[config.mk]
export PLATFORM = sky130hd
export DESIGN_NAME = eeprom_arbiter
export DESIGN_NICKNAME = d
export VERILOG_FILES = /design/src/rtl/eeprom_arbiter.sv
export SDC_FILE = /design/constraint.sdc
export NUM_CORES = 1
export LEC_CHECK = 0
export CAP_MARGIN = 20
export CORE_ASPECT_RATIO = 0.75
export CORE_MARGIN = 2
export CORE_UTILIZATION = 40
export DETAILED_ROUTE_END_ITERATION = 10
export PLACE_DENSITY = 0.79
export SLEW_MARGIN = 15
export SYNTH_ARGS = -nofsm -noshare
export SYNTH_HDL_FRONTEND = slang
export SYNTH_SLANG_ARGS = --single-unit
[constraint.sdc]
create_clock -name clk -period 3.8 [get_ports clk]
set_input_delay 0.95 -clock clk [delete_from_list [all_inputs] [get_ports clk]]
set_output_delay 0.95 -clock clk [all_outputs]
set_load 0.005 [all_outputs]
[src/rtl/eeprom_arbiter.sv]
// eeprom_arbiter: two-port arbiter in front of a single I2C EEPROM byte engine.
// Grants one byte read/write at a time, issues it to the engine, and returns
// the result (or a timeout abort) to the winning requester.
//
// Optional feature: define ARB_ROUND_ROBIN_EN for round-robin arbitration on
// simultaneous requests; otherwise port 0 has fixed priority.
//
// Ports:
//   clk, rst               clock, synchronous active-high reset
//   reqN/weN/addrN/wdataN  requester N byte transaction (held until gntN)
//   gntN                   one-cycle pulse: request accepted, inputs latched
//   doneN/rdataN/errN      one-cycle completion pulse, read byte, NACK/timeout
//   eng_req/we/addr/wdata  request and latched fields to the byte engine
//   eng_busy/done          engine accepted / one-cycle completion pulse
//   eng_rdata/eng_nack     engine read byte and NACK flag, valid with eng_done
module eeprom_arbiter #(
    parameter logic [15:0] TIMEOUT = 16'd50000
) (
    input  logic       clk,
    input  logic       rst,
    input  logic       req0,
    input  logic       req1,
    input  logic       we0,
    input  logic       we1,
    input  logic [7:0] addr0,
    input  logic [7:0] addr1,
    input  logic [7:0] wdata0,
    input  logic [7:0] wdata1,
    output logic       gnt0,
    output logic       gnt1,
    output logic       done0,
    output logic       done1,
    output logic [7:0] rdata0,
    output logic [7:0] rdata1,
    output logic       err0,
    output logic       err1,
    output logic       eng_req,
    output logic       eng_we,
    output logic [7:0] eng_addr,
    output logic [7:0] eng_wdata,
    input  logic       eng_busy,
    input  logic       eng_done,
    input  logic [7:0] eng_rdata,
    input  logic       eng_nack
);

    typedef enum logic [1:0] {
        IDLE,
        ISSUE,
        WAIT,
        RESP
    } state_t;

    state_t      r_state;
    logic        r_win;
    logic [15:0] r_cnt;
    logic        r_gnt0;
    logic        r_gnt1;
    logic        r_done0;
    logic        r_done1;
    logic        r_err0;
    logic        r_err1;
    logic [7:0]  r_rdata0;
    logic [7:0]  r_rdata1;
    logic        r_eng_req;
    logic        r_eng_we;
    logic [7:0]  r_eng_addr;
    logic [7:0]  r_eng_wdata;

    logic        w_pick;
    logic [15:0] w_cnt_inc;
    logic        w_timeout;

`ifdef ARB_ROUND_ROBIN_EN
    // Port granted most recently; the other port wins a tie.
    logic r_last;

    always_comb begin
        w_pick = (req0 & req1) ? ~r_last : req1;
    end
`else
    always_comb begin
        w_pick = ~req0;
    end
`endif

    // Counter reads k-1 during the k-th cycle after ISSUE entry, so the
    // abort edge is the one at which the count would reach TIMEOUT.
    assign w_cnt_inc = r_cnt + 16'd1;
    assign w_timeout = (w_cnt_inc == TIMEOUT);

    always_ff @(posedge clk) begin
        if (rst) begin
            r_state     <= IDLE;
            r_win       <= 1'b0;
            r_cnt       <= 16'd0;
            r_gnt0      <= 1'b0;
            r_gnt1      <= 1'b0;
            r_done0     <= 1'b0;
            r_done1     <= 1'b0;
            r_err0      <= 1'b0;
            r_err1      <= 1'b0;
            r_rdata0    <= 8'h00;
            r_rdata1    <= 8'h00;
            r_eng_req   <= 1'b0;
            r_eng_we    <= 1'b0;
            r_eng_addr  <= 8'h00;
            r_eng_wdata <= 8'h00;
`ifdef ARB_ROUND_ROBIN_EN
            r_last      <= 1'b1;
`endif
        end else begin
            r_gnt0  <= 1'b0;
            r_gnt1  <= 1'b0;
            r_done0 <= 1'b0;
            r_done1 <= 1'b0;
            r_err0  <= 1'b0;
            r_err1  <= 1'b0;
            unique case (r_state)
                IDLE: begin
                    if (req0 | req1) begin
                        r_win       <= w_pick;
                        r_gnt0      <= ~w_pick;
                        r_gnt1      <= w_pick;
                        r_eng_we    <= w_pick ? we1 : we0;
                        r_eng_addr  <= w_pick ? addr1 : addr0;
                        r_eng_wdata <= w_pick ? wdata1 : wdata0;
                        r_eng_req   <= 1'b1;
                        r_cnt       <= 16'd0;
                        r_state     <= ISSUE;
`ifdef ARB_ROUND_ROBIN_EN
                        r_last      <= w_pick;
`endif
                    end
                end
                ISSUE: begin
                    r_cnt <= w_cnt_inc;
                    if (w_timeout) begin
                        r_eng_req <= 1'b0;
                        r_done0   <= ~r_win;
                        r_done1   <= r_win;
                        r_err0    <= ~r_win;
                        r_err1    <= r_win;
                        if (r_win) r_rdata1 <= 8'h00;
                        else       r_rdata0 <= 8'h00;
                        r_state   <= RESP;
                    end else if (eng_busy) begin
                        r_eng_req <= 1'b0;
                        r_state   <= WAIT;
                    end
                end
                WAIT: begin
                    r_cnt <= w_cnt_inc;
                    // A completion on the timeout edge still counts.
                    if (eng_done) begin
                        r_done0 <= ~r_win;
                        r_done1 <= r_win;
                        r_err0  <= ~r_win & eng_nack;
                        r_err1  <= r_win & eng_nack;
                        if (r_win) r_rdata1 <= eng_rdata;
                        else       r_rdata0 <= eng_rdata;
                        r_state <= RESP;
                    end else if (w_timeout) begin
                        r_done0 <= ~r_win;
                        r_done1 <= r_win;
                        r_err0  <= ~r_win;
                        r_err1  <= r_win;
                        if (r_win) r_rdata1 <= 8'h00;
                        else       r_rdata0 <= 8'h00;
                        r_state <= RESP;
                    end
                end
                RESP: begin
                    r_state <= IDLE;
                end
                default: begin
                    r_state <= IDLE;
                end
            endcase
        end
    end

    assign gnt0      = r_gnt0;
    assign gnt1      = r_gnt1;
    assign done0     = r_done0;
    assign done1     = r_done1;
    assign err0      = r_err0;
    assign err1      = r_err1;
    assign rdata0    = r_rdata0;
    assign rdata1    = r_rdata1;
    assign eng_req   = r_eng_req;
    assign eng_we    = r_eng_we;
    assign eng_addr  = r_eng_addr;
    assign eng_wdata = r_eng_wdata;

endmodule

# ---- Word level (Yosys, flattened, before mapping)
# Index checks and enable logic that the tools add are counted.
dict set report word_totals {
  mem_bits_rw 0
  latch_bits 0
  reg_bits 59
  memories 0
  romBits 0
  word_cells 79
  in_bits 49
}
dict set report classes {
  mul 0
  mux 35
  eq_ne 9
  n_lt_le_gt_ge 0
  addsub 1
  reduce_logical 12
  n_bitwise 7
  n_div 0
  shifts 0
}
# cell count
set ops {}
lappend ops {{2-to-1 mux 8 bit} 10}
lappend ops {{one-hot mux 16 bit (2 select lines)} 1}
lappend ops {{one-hot mux 8 bit (2 select lines)} 2}
lappend ops {{adder 16 x 1 -> 16 bit, second input constant} 1}
lappend ops {{== test 16 bit, second input constant} 1}
lappend ops {{2-to-1 mux 16 bit} 1}
lappend ops {{inequality test 3 bit, second input constant} 4}
lappend ops {{2-to-1 mux 1 bit} 10}
lappend ops {{2-to-1 mux 2 bit} 5}
lappend ops {{one-hot mux 1 bit (2 select lines)} 5}
lappend ops {{one-hot mux 2 bit (4 select lines)} 1}
lappend ops {{AND reduction 2 bit} 4}
lappend ops {{AND reduction 3 bit} 2}
lappend ops {{nonzero test 2 bit} 3}
lappend ops {{== test 2 bit, second input constant} 2}
lappend ops {{NOT 1 bit} 4}
lappend ops {{OR reduction 3 bit} 1}
lappend ops {{bitwise AND 1 bit} 2}
lappend ops {{== test 2 x 1 -> 1 bit, second input constant} 1}
lappend ops {{logical NOT 2 bit} 1}
lappend ops {{inequality test 2 bit, second input constant} 1}
lappend ops {{OR reduction 2 bit} 1}
lappend ops {{bitwise OR 1 bit} 1}

# ---- Depth between registers and ports, before layout
# Gate-level depths: netlist of run 1.
dict set report logic_depth {
  ltp_word 5
  ltp_mapped 10
  mapped_depth_nobuf 8
}

# ---- Least setup slack after synthesis of run 1
# No wires, ideal clock.
dict set report synth_path {
  path_kind {reg-to-reg}
  from {register r_cnt[2]}
  to {register r_rdata0[0] (netlist: rdata0[0])}
  slack_ps 801
  path_stages_with_launch 11
  arrival_ps 2865
  path_buffers 3
  t_required_ps 3667
  synth_period_minus_slack_ps 2999
  cell_sequence {dfxtp_1 -> buf_2 -> nand3_2 -> or3_1 -> buf_2 -> or4_4 -> or3_1 -> a2111o_1 -> o21bai_4 -> buf_6 -> a311oi_1}
}
dict set report synth_via {
  elab_chain_cells 5
}
# element line
set synth_rtl {}
lappend synth_rtl {{from (decl)} 56} ;# logic [15:0] r_cnt;
lappend synth_rtl {{from (signal assigned)} 137} ;# r_cnt <= w_cnt_inc;
lappend synth_rtl {{from (signal assigned)} 153} ;# r_cnt <= w_cnt_inc;
lappend synth_rtl {{adder 16 x 1 -> 16 bit (*)} 89} ;# assign w_cnt_inc = r_cnt + 16'd1;
lappend synth_rtl {{== test 16 bit (*)} 90} ;# assign w_timeout = (w_cnt_inc == TIMEOUT);
lappend synth_rtl {{2-to-1 mux 8 bit (*)} n/a}
lappend synth_rtl {{2-to-1 mux 8 bit} n/a}
lappend synth_rtl {{one-hot mux 8 bit (2 select lines) (*)} n/a}
lappend synth_rtl {{to (signal assigned)} 161} ;# else r_rdata0 <= eng_rdata;
lappend synth_rtl {{to (decl)} 63} ;# logic [7:0] r_rdata0;
# Every way passes the cells marked *; elsewhere a longest branch is shown, timed or not.
# A chain may end at the register's enable or synchronous reset.

# ---- Worst setup path after layout of run 1
dict set report layout_path {
  from {register r_cnt[2]}
  to {register r_rdata1[2] (netlist: rdata1[2])}
}
dict set report layout_via {
  elab_chain_cells 5
}
# element line
set layout_rtl {}
lappend layout_rtl {{adder 16 x 1 -> 16 bit (*)} 89}
lappend layout_rtl {{== test 16 bit (*)} 90}
lappend layout_rtl {{2-to-1 mux 8 bit (*)} n/a}
lappend layout_rtl {{2-to-1 mux 8 bit} n/a}
lappend layout_rtl {{one-hot mux 8 bit (2 select lines) (*)} n/a}
lappend layout_rtl {{to (signal assigned)} 160} ;# if (r_win) r_rdata1 <= eng_rdata;
lappend layout_rtl {{to (decl)} 64} ;# logic [7:0] r_rdata1;
# Marked as above.

==> run_results.csv, run 1 <==
group,metric,value,unit
status,status,"complete, no violations",
grt,grt_pass1_wl,13560,um
logic_synthesis,synthFlopType,"dfxtp_1",
finish,antenna_cells,0,
grt,antenna_found_initial,0,
logic_synthesis,ys_types,50,
die,initial_utilization,41.14,%
finish,syn_to_final_growth,37.60,%
clock_network,insertion_delay,0.35,ns
logic_synthesis,synth_warnings,0,
logic_synthesis,synth-seq-area-share,39.35,%
logic_synthesis,synth_fa_ha_area_share,2.501,%
logic_synthesis,synthArstFlopShare,0,%
placement,place_congestion,0.8586,
die,design.core.area,0.007297,mm^2
logic_synthesis,synthSimpleGateAreaFrac,18.34,%
drt,drt_iter0_drc,185,
grt,grt_max_degree,52,
drt,vias_per_cell,5.485,
die,dieWidth,104.0,um
sta,hold_viol_final,0,
worst_hold_path,whs_path_depth,2,
finish,final_nets,491,
pwr,power_density,556.5,mW/mm^2
die,die_h,79.02,um
logic_synthesis,synth-compound-area-share,27.51,%
clock_network,cts_made_buffers,9,
sta,setup_slack,0.4495,ns
drt,antenna_left,0,
grt,gr-total-overflow,0,
placement,hpwl,5529,um
critical_path,worstPathArrival,3.55,ns
sta,period_minus_slack,3.351,ns
logic_synthesis,syn_area,0.003002,mm^2
pwr,leakagePower,1.471,nW
pwr,p_total,0.002298,W
sta,grt_setup_unrepaired,"no",
critical_path,r2r-end,"rdata1[2]",
logic_synthesis,synth_edf_count,0,
sta,skew,0.007904,ns
finish,design_area,0.004130,mm^2
sta,setup_tns,0,ns
finish,layout-drive-gt1-share,7.029,%
drt,num_vias,2973,
critical_path,r2r_cells,7,
worst_hold_path,min_path_type,"register to register",
finish,num-fill-cells,673,
clock_network,post_cts_buffers,0,
sta,finalSetupViolCount,0,
logic_synthesis,synth_seq_cells,59,
critical_path,cp-start-kind,"register",
logic_synthesis,synth_top_family_by_area,"compound AO/OA/AOI/OAI gates",
clock_network,postCtsHoldBufs,0,
critical_path,crit_type,"register to register",
logic_synthesis,syn-num-nets,413,
worst_hold_path,min_to,"eng_addr[0]",
clock_network,cts_root_buffer,"clkbuf_8",
sta,hold_ws,0.4984,ns
clock_network,cts_tree,"yes",
drt,firstDrtPassIters,4,
clock_network,cts_resized,0,
logic_synthesis,muxShareOfSynthArea,6.669,%
sta,tightest_slew,0.6300,ns
clock_network,clkTransAtPathRegs,0.07,ns
pwr,peakVddDrop,286.7,uV
drt,wl_per_cell,14.58,um
sta,relSlewSlack,57.94,%
die,boundaryPins,89,
placement,pre_cts_ws,0.5060,ns
critical_path,critPathCaptureType,"register",
critical_path,crit_path_max_fanout,15,
worst_hold_path,hp-start,"eng_addr[0]",
placement,placed_area,0.003936,mm^2
grt,grt_usage,20.38,%
logic_synthesis,synth.top_cell.area_share,39.35,%
sta,fmax,0.2985,GHz
clock_network,cts_max_level,3,
logic_synthesis,netlist_instances,358,
drt,drc_errors,0,
run,drv_cap,0,
placement,portBuffers,88,
clock_network,clock_path_buffers,2,
die,num_rows,27,
logic_synthesis,yosys-top-cells-area,"dfxtp_1, mux2i_1, a311oi_1",
logic_synthesis,synthXorXnorAreaFrac,1.167,%
die,dieArea,0.008220,mm^2
clock_network,cts.sinks,59,
grt,grt_pass1_vias,2874,
drt,wl,7905,um
logic_synthesis,synth_top_area_cell,"dfxtp_1",
critical_path,timing.rr.start,"r_cnt[2]",
critical_path,reg2reg_slack,0.45,ns
sta,maxSlewViolCount,0,
finish,final_common_cell,"clkdlybuf4s50_1",
finish,layout_common_cells,"clkdlybuf4s50_1, dfxtp_1, nor2_1",
logic_synthesis,avgSynthCellArea,8.384,um^2
critical_path,required,4.00,ns
sta,finalCritPeriodShare,88.17,%
## cell families after synthesis
group,after synthesis
multiplexers,20
XOR/XNOR,4
AND/OR/NAND/NOR,117
buffers and inverters,32
AO/OA/AOI/OAI,120
flip-flops,59
adder cells (fa/ha/maj),6
## final cells by class
cell class / count / area, um^2 / area share [%]
clock buffers: 11 / 141.4 / 3.423
repair buffers: 94 / 920.9 / 22.30
well taps: 101 / 126.4 / 3.060
flip-flops and latches: 59 / 1181 / 28.60
clock inverters: 5 / 52.55 / 1.272
inverters: 5 / 18.77 / 0.4544
multi-input cells: 267 / 1689 / 40.90
## worst max-delay path by stage
stage | startpoint | to | slack (ns) | cells after the start
6_report | r_cnt[2] | rdata1[2] | 0.45 | 7
5_1_grt | r_cnt[2] | rdata1[7] | 0.28 | 7
4_1_cts | r_cnt[2] | rdata1[2] | 0.49 | 7
3_5_place_dp | r_cnt[2] | rdata1[2] | 0.51 | 7
3_3_place_gp | r_cnt[2] | rdata0[2] | 0.60 | 7
2_1_floorplan | r_cnt[2] | rdata0[0] | 0.80 | 10
## critical path: stages, from the launching register on
cell and delay (ns):
dfxtp_1 0.49, nand3_2 0.12, or3_1 0.50, or4_4 0.59, or3_1 0.41, a2111o_1 0.56, o21bai_4 0.37, a311oi_1 0.17
## registers in the layout (all words and copies together) (netlist names)
register and cells:
err1 1, gnt0 1, done0 1, rdata1 8, gnt1 1, r_cnt 16, eng_wdata 8, err0 1
rdata0 8, eng_req 1, eng_addr 8, r_state 2, r_win 1, done1 1, eng_we 1
## cells in the mapped netlist, types with 2 or more instances
cell type and number:
and2_1 3, xor2_1 3, a22oi_1 5, buf_2 2, o21ai_0 16, ha_1 6, or4_1 2, o31ai_1 2
a21boi_0 10, nand4_1 3, a31oi_1 4, a311oi_1 20, nor2_1 46, nor4_1 3, nand3_1 4, a21o_1 2
dfxtp_1 59, a211oi_1 18, nor3_1 8, buf_1 3, or3_1 3, mux2i_1 20, a21oi_1 34, nor2b_1 4
clkbuf_1 20, inv_1 5, nand2_1 30
## metal layers
| metal | track usage, % | share of wire [%] | up-vias |
|---|---|---|---|
| met4 | 8.919 | 1.3 | 0 |
| met2 | 33.36 | 46 | 97 |
| li1 | - | - | 1485 |
| met5 | 0 | 0 | - |
| met3 | 5.747 | 7.2 | 9 |
| met1 | 25.30 | 45 | 1382 |
## power by group
group / switching [W] / internal [W]
registers: 0.0000792 / 0.000721
logic: 0.000521 / 0.000415
clock network: 0.000246 / 0.000317
total: 0.000846 / 0.00145
## through the flow
stage	std cells	utilization (%)
global placement	526	53.94
CTS	542	56.60
detailed placement	526	53.94
finish	542	56.60
global route	542	56.60
floorplan	358	-
No activity file was read; power rests on OpenSTA's default activity.
==> run 2, diff against run 1 <==
--- a/config.mk
+++ b/config.mk
@@ -10,6 +10,7 @@
 export CORE_MARGIN = 2
 export CORE_UTILIZATION = 40
 export DETAILED_ROUTE_END_ITERATION = 10
+export MAX_ROUTING_LAYER = met4
 export PLACE_DENSITY = 0.79
 export SLEW_MARGIN = 15
 export SYNTH_ARGS = -nofsm -noshare
==> run_results.csv, run 2 (synthesis gave the netlist of run 1 again) <==
group,metric,value,unit
status,status,"complete, no violations",
grt,grt_pass1_wl,13040,um
drt,num_vias,2991,
die,die_h,79.02,um
grt,grt_usage,20.25,%
placement,portBuffers,88,
critical_path,critPathLaunch,"r_cnt[2]",
finish,layout-drive-gt1-share,7.256,%
clock_network,post_cts_buffers,0,
die,initial_utilization,41.14,%
finish,layout_common_cells,"clkdlybuf4s50_1, dfxtp_1, nor2_1",
sta,tightest_slew,0.6357,ns
drt,firstDrtPassIters,5,
sta,maxSlewViolCount,0,
clock_network,postCtsHoldBufs,0,
drt,antenna_left,0,
clock_network,clock_path_buffers,2,
critical_path,reg2reg_slack,0.41,ns
critical_path,critPathCaptureType,"register",
sta,grt_setup_unrepaired,"no",
clock_network,clkTransAtPathRegs,0.07,ns
clock_network,insertion_delay,0.34,ns
clock_network,cts_tree,"yes",
die,num_rows,27,
critical_path,r2r_cells,7,
finish,post_layout_nonfiller_instances,542,
drt,wl_per_cell,14.64,um
clock_network,cts.sinks,59,
grt,grt_max_degree,52,
critical_path,worstPathArrival,3.58,ns
die,boundaryPins,89,
clock_network,cts_made_buffers,9,
finish,regMostFlops,"r_cnt",
sta,relSlewSlack,57.17,%
grt,gr-total-overflow,0,
sta,setup_tns,0,ns
clock_network,cts_resized,0,
critical_path,crit_path_max_fanout,15,
grt,grt_pass1_vias,2784,
sta,hold_ws,0.4965,ns
die,dieWidth,104.0,um
finish,antenna_cells,0,
drt,drt_iter0_drc,186,
pwr,power_density,573.2,mW/mm^2
pwr,peakVddDrop,239.0,uV
pwr,leakagePower,1.480,nW
finish,largest_register_ffs,16,
critical_path,crit_path_end,"rdata1[0]",
worst_hold_path,min_path_type,"register to register",
die,design.core.area,0.007297,mm^2
critical_path,timing.rr.start,"r_cnt[2]",
critical_path,required,3.99,ns
clock_network,cts_max_level,3,
drt,vias_per_cell,5.518,
finish,num-fill-cells,669,
critical_path,r2r-end,"rdata1[0]",
finish,design_area,0.004163,mm^2
sta,fmax,0.2948,GHz
run,drv_cap,0,
placement,hpwl,5415,um
drt,wl,7934,um
sta,period_minus_slack,3.392,ns
critical_path,cp-start-kind,"register",
placement,place_inst,526,
sta,skew,0.008411,ns
placement,placed_area,0.003936,mm^2
sta,hold_viol_final,0,
finish,final_common_cell,"clkdlybuf4s50_1",
die,dieArea,0.008220,mm^2
grt,antenna_found_initial,0,
worst_hold_path,hp-start,"rdata0[7]",
sta,finalSetupViolCount,0,
drt,drc_errors,0,
clock_network,cts_root_buffer,"clkbuf_8",
finish,syn_to_final_growth,38.68,%
placement,place_congestion,0.8721,
critical_path,crit_type,"register to register",
finish,final_nets,491,
sta,finalCritPeriodShare,89.27,%
## run 2: worst max-delay path, cell delays in order, from the launching register on
cell	delay, ns
dfxtp_1	0.48
nand3_2	0.13
or3_1	0.51
or4_4	0.59
or3_1	0.41
a2111o_1	0.56
o21bai_4	0.39
a311oi_1	0.17
## run 2: final cells by class
class | instances | area (um^2) | area share, %
inverters | 5 | 18.77 | 0.4509
multi-input cells | 267 | 1689 | 40.58
repair buffers | 94 | 920.9 | 22.12
clock inverters | 6 | 88.84 | 2.134
flip-flops and latches | 59 | 1181 | 28.37
clock buffers | 10 | 137.6 | 3.306
well taps | 101 | 126.4 | 3.036
## run 2: worst min-delay path by stage
stage / end / slack, ns / cells past startpoint
finish: rdata0[7] / 0.50 / 2
global route: eng_wdata[1] / 0.51 / 2
CTS: eng_wdata[3] / 0.50 / 2
detailed placement: rdata0[7] / 0.49 / 2
global placement: r_state[1] / 0.48 / 2
floorplan: r_state[1] / 0.46 / 2
## run 2: metal layers
layer	share of wire, %	wire [um]	track usage [%]	up-vias
li1	-	-	-	1485
met1	45	3581	24.22	1363
met2	46	3639	32.70	130
met3	7.3	581	5.419	13
met4	1.7	131	8.514	0
met5	0	0	-	-
## run 2: per-stage QoR
step	util, %	power [W]	worst slack (ns)
floorplan	-	0.001389	0.8012
finish	57.05	0.002386	0.4077
global placement	53.94	0.001720	0.6015
detailed placement	53.94	0.001739	0.4849
global route	57.05	0.002549	0.2844
CTS	57.05	0.002393	0.4408
## run 2: where the power goes
| part | internal [W] | switching [W] |
|---|---|---|
| combinational | 0.000414 | 0.000526 |
| sequential | 0.000720 | 0.0000784 |
| clock | 0.000387 | 0.000260 |
